`src/rtl/muldiv_unit.sv`:
```
// Multi-cycle multiply/divide unit owning the HI/LO pair: latency-modelled multiplier
// plus iterative restoring divider. Optional abort port enabled by MULDIV_CANCEL_EN.
module muldiv_unit #(
  parameter int MUL_LAT = 4,
  parameter int WIDTH   = 32
) (
  input  logic             clk,
  input  logic             rst,
  input  logic             start,
  input  logic [1:0]       op,
  input  logic [WIDTH-1:0] a,
  input  logic [WIDTH-1:0] b,
  input  logic             mthi,
  input  logic             mtlo,
  input  logic [WIDTH-1:0] wdata,
`ifdef MULDIV_CANCEL_EN
  input  logic             cancel,
`endif
  output logic             busy,
  output logic             done,
  output logic [WIDTH-1:0] hi,
  output logic [WIDTH-1:0] lo
);

  localparam int CW = 6;

  typedef enum logic [1:0] {IDLE, MUL, DIV, FIX} state_t;

  state_t             state, next_state;
  logic [CW-1:0]      cnt;
  logic               sgn_q;
  logic [WIDTH-1:0]   a_q, b_q, rem, quo, dvs;
  logic               kill, accept, in_signed, mul_last, div_last;
  logic [WIDTH-1:0]   a_mag, b_mag;
  logic [WIDTH:0]     shifted, diff;
  logic [2*WIDTH-1:0] ax, bx, product;
  logic               q_neg, r_neg, div_zero;
  logic [WIDTH-1:0]   fix_hi, fix_lo;

`ifdef MULDIV_CANCEL_EN
  assign kill = cancel;
`else
  assign kill = 1'b0;
`endif

  assign accept    = (state == IDLE) && start && !kill;
  assign in_signed = ~op[0];
  assign a_mag     = (in_signed && a[WIDTH-1]) ? -a : a;
  assign b_mag     = (in_signed && b[WIDTH-1]) ? -b : b;
  assign mul_last  = (cnt == CW'(MUL_LAT - 1));
  assign div_last  = (cnt == CW'(WIDTH - 1));

  // One restoring step: shift the next dividend bit in, keep the difference if non-negative.
  assign shifted = {rem, quo[WIDTH-1]};
  assign diff    = shifted - {1'b0, dvs};

  assign ax      = {{WIDTH{sgn_q & a_q[WIDTH-1]}}, a_q};
  assign bx      = {{WIDTH{sgn_q & b_q[WIDTH-1]}}, b_q};
  assign product = ax * bx;

  always_comb begin
    // NOTE: every comb output gets a default first so no path can infer a latch.
    q_neg    = sgn_q & (a_q[WIDTH-1] ^ b_q[WIDTH-1]);
    r_neg    = sgn_q & a_q[WIDTH-1];
    div_zero = (b_q == '0);
    fix_lo   = div_zero ? '1  : (q_neg ? -quo : quo);
    fix_hi   = div_zero ? a_q : (r_neg ? -rem : rem);
  end

  // State register
  always_ff @(posedge clk) begin
    if (rst) state <= IDLE;
    else     state <= next_state;
  end

  // Next-state logic
  always_comb begin
    next_state = state;
    unique case (state)
      IDLE: if (accept) next_state = op[1] ? DIV : MUL;
      MUL:  if (mul_last) next_state = IDLE;
      DIV:  if (div_last) next_state = FIX;
      FIX:  next_state = IDLE;
      default: next_state = IDLE;
    endcase
    if (state != IDLE && kill) next_state = IDLE;
  end

  // Output logic
  always_comb begin
    busy = (state != IDLE);
  end

  // Datapath and HI/LO
  always_ff @(posedge clk) begin
    if (rst) begin
      hi    <= '0;
      lo    <= '0;
      done  <= 1'b0;
      cnt   <= '0;
      sgn_q <= 1'b0;
      a_q   <= '0;
      b_q   <= '0;
      rem   <= '0;
      quo   <= '0;
      dvs   <= '0;
    end else begin
      // NOTE: sequential state uses non-blocking assignments so all registers update together.
      done <= 1'b0;
      unique case (state)
        IDLE: begin
          if (mthi) hi <= wdata;
          if (mtlo) lo <= wdata;
          if (accept) begin
            sgn_q <= in_signed;
            a_q   <= a;
            b_q   <= b;
            cnt   <= '0;
            rem   <= '0;
            quo   <= a_mag;
            dvs   <= b_mag;
          end
        end
        MUL: if (!kill) begin
          if (mul_last) begin
            {hi, lo} <= product;
            done     <= 1'b1;
          end else begin
            cnt <= cnt + 1'b1;
          end
        end
        DIV: if (!kill) begin
          if (!diff[WIDTH]) begin
            rem <= diff[WIDTH-1:0];
            quo <= {quo[WIDTH-2:0], 1'b1};
          end else begin
            rem <= shifted[WIDTH-1:0];
            quo <= {quo[WIDTH-2:0], 1'b0};
          end
          cnt <= cnt + 1'b1;
        end
        FIX: if (!kill) begin
          hi   <= fix_hi;
          lo   <= fix_lo;
          done <= 1'b1;
        end
        default: ;
      endcase
    end
  end

endmodule
```
`config.mk`:
```
export PLATFORM = sky130hd
export DESIGN_NAME = muldiv_unit
export DESIGN_NICKNAME = d
export VERILOG_FILES = /design/src/rtl/muldiv_unit.sv
export SDC_FILE = /design/constraint.sdc
export NUM_CORES = 2
export LEC_CHECK = 0
export BUFFER_PORTS_ARGS = -buffer_cell sky130_fd_sc_hd__buf_4
export CORE_MARGIN = 2
export CORE_UTILIZATION = 40
export CTS_CLUSTER_SIZE = 16
export DETAILED_ROUTE_END_ITERATION = 10
export GPL_TIMING_DRIVEN = 0
export PLACE_DENSITY = 0.58
export SYNTH_ARGS = -nofsm -noshare
export SYNTH_HDL_FRONTEND = slang
export SYNTH_SLANG_ARGS = --single-unit
```
`constraint.sdc`:
```
create_clock -name clk -period 14.56 [get_ports clk]
set_clock_uncertainty 0.2 [all_clocks]
set_input_delay 1.456 -clock clk [delete_from_list [all_inputs] [get_ports clk]]
set_output_delay 1.456 -clock clk [all_outputs]
set_load 0.01 [all_outputs]
```
==> run summary <==
RSZ-0062 raised after global routing: no
Switching Fraction: 58.6%
Synth area leaders: fa_1 43%, dfxtp_1 8.9%, inv_1 8.6%, nand2_1 7.7%, ha_1 6.1%
layout cells sized above 1: 4.14%
Routed WL: 213,000 µm
worst-path fanout max: 10
Synth top area share: 43.0%
total chip power: 6.66 mW
clock sink count: 233
worst r2r src: a_q[31]
routed wl met2: 93,400 µm
Hold Path Class: reg2reg
detailed-route DRC error count: 0
Hold-fix buffers, CTS: 0
chip height: 366 µm
CP startpoint kind: flip-flop
drt first pass iters: 6
GR Overflow Total: 0
cell-internal power: 2.75 mW
met1 wire length: 85,300 µm
combinational share of power: 72.9%
Avg Cell Area, Syn: 8.44 µm²
first-pass GRT wire length: 311,000 µm
setup_tns: 0 ns
gpl congestion: 1.02
DP HPWL: 181,000 µm
CP Data Arrival Time: 11.59 ns
placed cells: 8,123
slowest stage delay, CP: 1.01 ns
row cnt: 132
leading area contributor after synthesis: fa_1
antenna violations before repair: 19
Total Routing Usage GR: 31.7%
# port buffers: 168
max-slew violations: 0
post-synthesis sequential area ratio: 8.89%
Worst Min Path Start: dvs[29]
synthesized instance count: 6,213
number of global-route vias before repair: 45,600
Final Non-Filler Cells: 8,178
Fill cells: 13,300
Post-Syn Area: 52,500 µm²
WL/cell: 26.0 µm
Pleak: 26.2 nW
Critical-path top delay cell: fa_1
Hold Vio Cnt, Final: 0
vias per cell: 5.49
I/O Pins: 169
crit end category: flip-flop
Top Layer Used: met5
WHS Path Cells: 2
peak supply drop: 0.0955 mV
Die ar.: 134,000 µm²
Placeable Area: 130,000 µm²
# setup viols final: 0
final core utilization: 43.8%
CP required: 14.83 ns
most frequently used flop master after synthesis: dfxtp_1
cell mode on critical path: fa_1
fin crit period: 11.32 ns
final period utilization: 77.7%
Slew @ Worst Pin: 1.25 ns
Max Freq: 88.4 MHz
Die Wd: 366 µm
worst reg2reg path depth: 33
Clock Pin Slew Worst Setup and Hold Paths: 0.06 ns
WL met3: 21,500 µm
Vias: 44,900
number of max-cap violations: 0
clock root buffer: clkbuf_16
Nets: 7,896
H-tree levels: 1
Pwr Density: 117 nW/µm²
area growth from synthesis to layout: 8.39%
Slew HR: 16.8%
power share of the clock group: 10.9%
ys async rst share: 0%
CTS tree: yes
Seq cells post-synth: 233
sw power: 3.91 mW
post-synthesis net count: 7,696
largest net degree at the start of global routing: 25
reg-to-reg critical path endpoint: hi[30]
clk_lat worst skew: 0.61 ns
Final ANT Viol Nets: 0
CTS Buffer Depth: 3
crit path kind: reg2reg
initial core utilization: 40.4%
status: complete, no violations
most common cell in the netlist: inv_1
r2r setup slk: 3.24 ns
most frequent cells after synthesis: 1,203 x inv_1, 1,126 x fa_1, 1,076 x nand2_1
Post-synth EDFFs: 0
setup bufs post-CTS: 0
initial DRC count: 4,611
Ys Warns: 0
hold endpoint: dvs[29]
CTS Buf Count: 30
post-CTS sizing: 0
Flop pwr share: 16.2%
Synth cell types: 84
## flip-flops by register name, indices dropped and copies added, names as in the netlist
| name | flops |
|---|---|
| hi | 32 |
| cnt | 6 |
| sgn_q | 1 |
| dvs | 31 |
| lo | 32 |
| b_q | 32 |
| quo | 32 |
| a_q | 32 |
| state | 2 |
| done | 1 |
| rem | 32 |
## power groups by stage
stage,sequential [mW],combinational (mW),clock [mW]
final,1.08,4.86,0.723
after global routing,1.08,5.22,0.754
after CTS,1.06,4.77,0.727
after detailed placement,1.07,4.71,0
after global placement,1.07,4.71,0
after floorplan,0.961,2.80,0
## worst max-delay path by stage
stage / slack (ns) / depth (start not counted) / to / from
finish: 3.24 / 33 / hi[30] / a_q[31]
global route: 2.83 / 33 / hi[30] / a_q[31]
CTS: 3.27 / 33 / hi[30] / a_q[31]
detailed placement: 3.29 / 33 / hi[30] / a_q[31]
global placement: 3.32 / 33 / hi[30] / a_q[31]
floorplan: 5.97 / 33 / hi[30] / a_q[31]
## layer usage
| metal | track usage, % | vias up |
|---|---|---|
| li1 | - | 19200 |
| met1 | 42.9 | 23000 |
| met2 | 48.6 | 2210 |
| met3 | 6.44 | 481 |
| met4 | 14.8 | 2 |
| met5 | 0 | - |
## stage by stage
| stage | hold slack (ns) | setup WS (ns) | area [µm²] |
|---|---|---|---|
| floorplan | 0.232 | 5.97 | 52500 |
| global placement | 0.247 | 3.32 | 55900 |
| detailed placement | 0.259 | 3.29 | 55900 |
| CTS | 0.272 | 3.27 | 56900 |
| global route | 0.295 | 2.83 | 56900 |
| finish | 0.273 | 3.24 | 56900 |
## cell usage in the layout, fill, tap and decap left out, drive strengths merged, types with 32 or more instances in the layout
cell    count
ha        254
xnor2     133
buf       190
inv      1203
nand3      35
dfxtp     233
nor4       32
o21ai     207
a21o       40
nand2    1077
a211oi     67
nor3       52
a21oi     287
xor2       79
nor2      235
and2      367
clkbuf    439
fa       1126
## area by class of cell
class	count	area [µm²]	area share, %
multi-input cells	4358	41700	73.3
flip-flops and latches	233	4660	8.20
inverters	1204	4520	7.95
well taps	1742	2180	3.83
plain buffers	418	1590	2.80
repair buffers	168	1260	2.22
clock buffers	43	860	1.51
clock inverters	6	82.6	0.145
diodes	6	15.0	0.0264
## worst max-delay path, delay by kind of cell (launching register included)
| family | cells | cell delay, ns |
|---|---|---|
| buffers and inverters | 11 | 3.17 |
| and+or+nand+nor | 4 | 0.65 |
| AOI/OAI and AO/OA | 8 | 1.59 |
| DFF | 1 | 0.33 |
| xor gates and xnor gates | 1 | 0.23 |
| adders and majority gates | 9 | 4.96 |
## logic make-up after synthesis
logic type | after synthesis | synth area share, %
AO/OA/AOI/OAI | 801 | 9.50
XOR/XNOR | 212 | 3.54
adder cells (fa/ha/maj) | 1380 | 49.0
buffers and inverters | 1622 | 11.6
flip-flops | 233 | 8.89
multiplexers | 25 | 0.477
AND/OR/NAND/NOR | 1940 | 16.9
No activity file was read; power rests on OpenSTA's default activity.
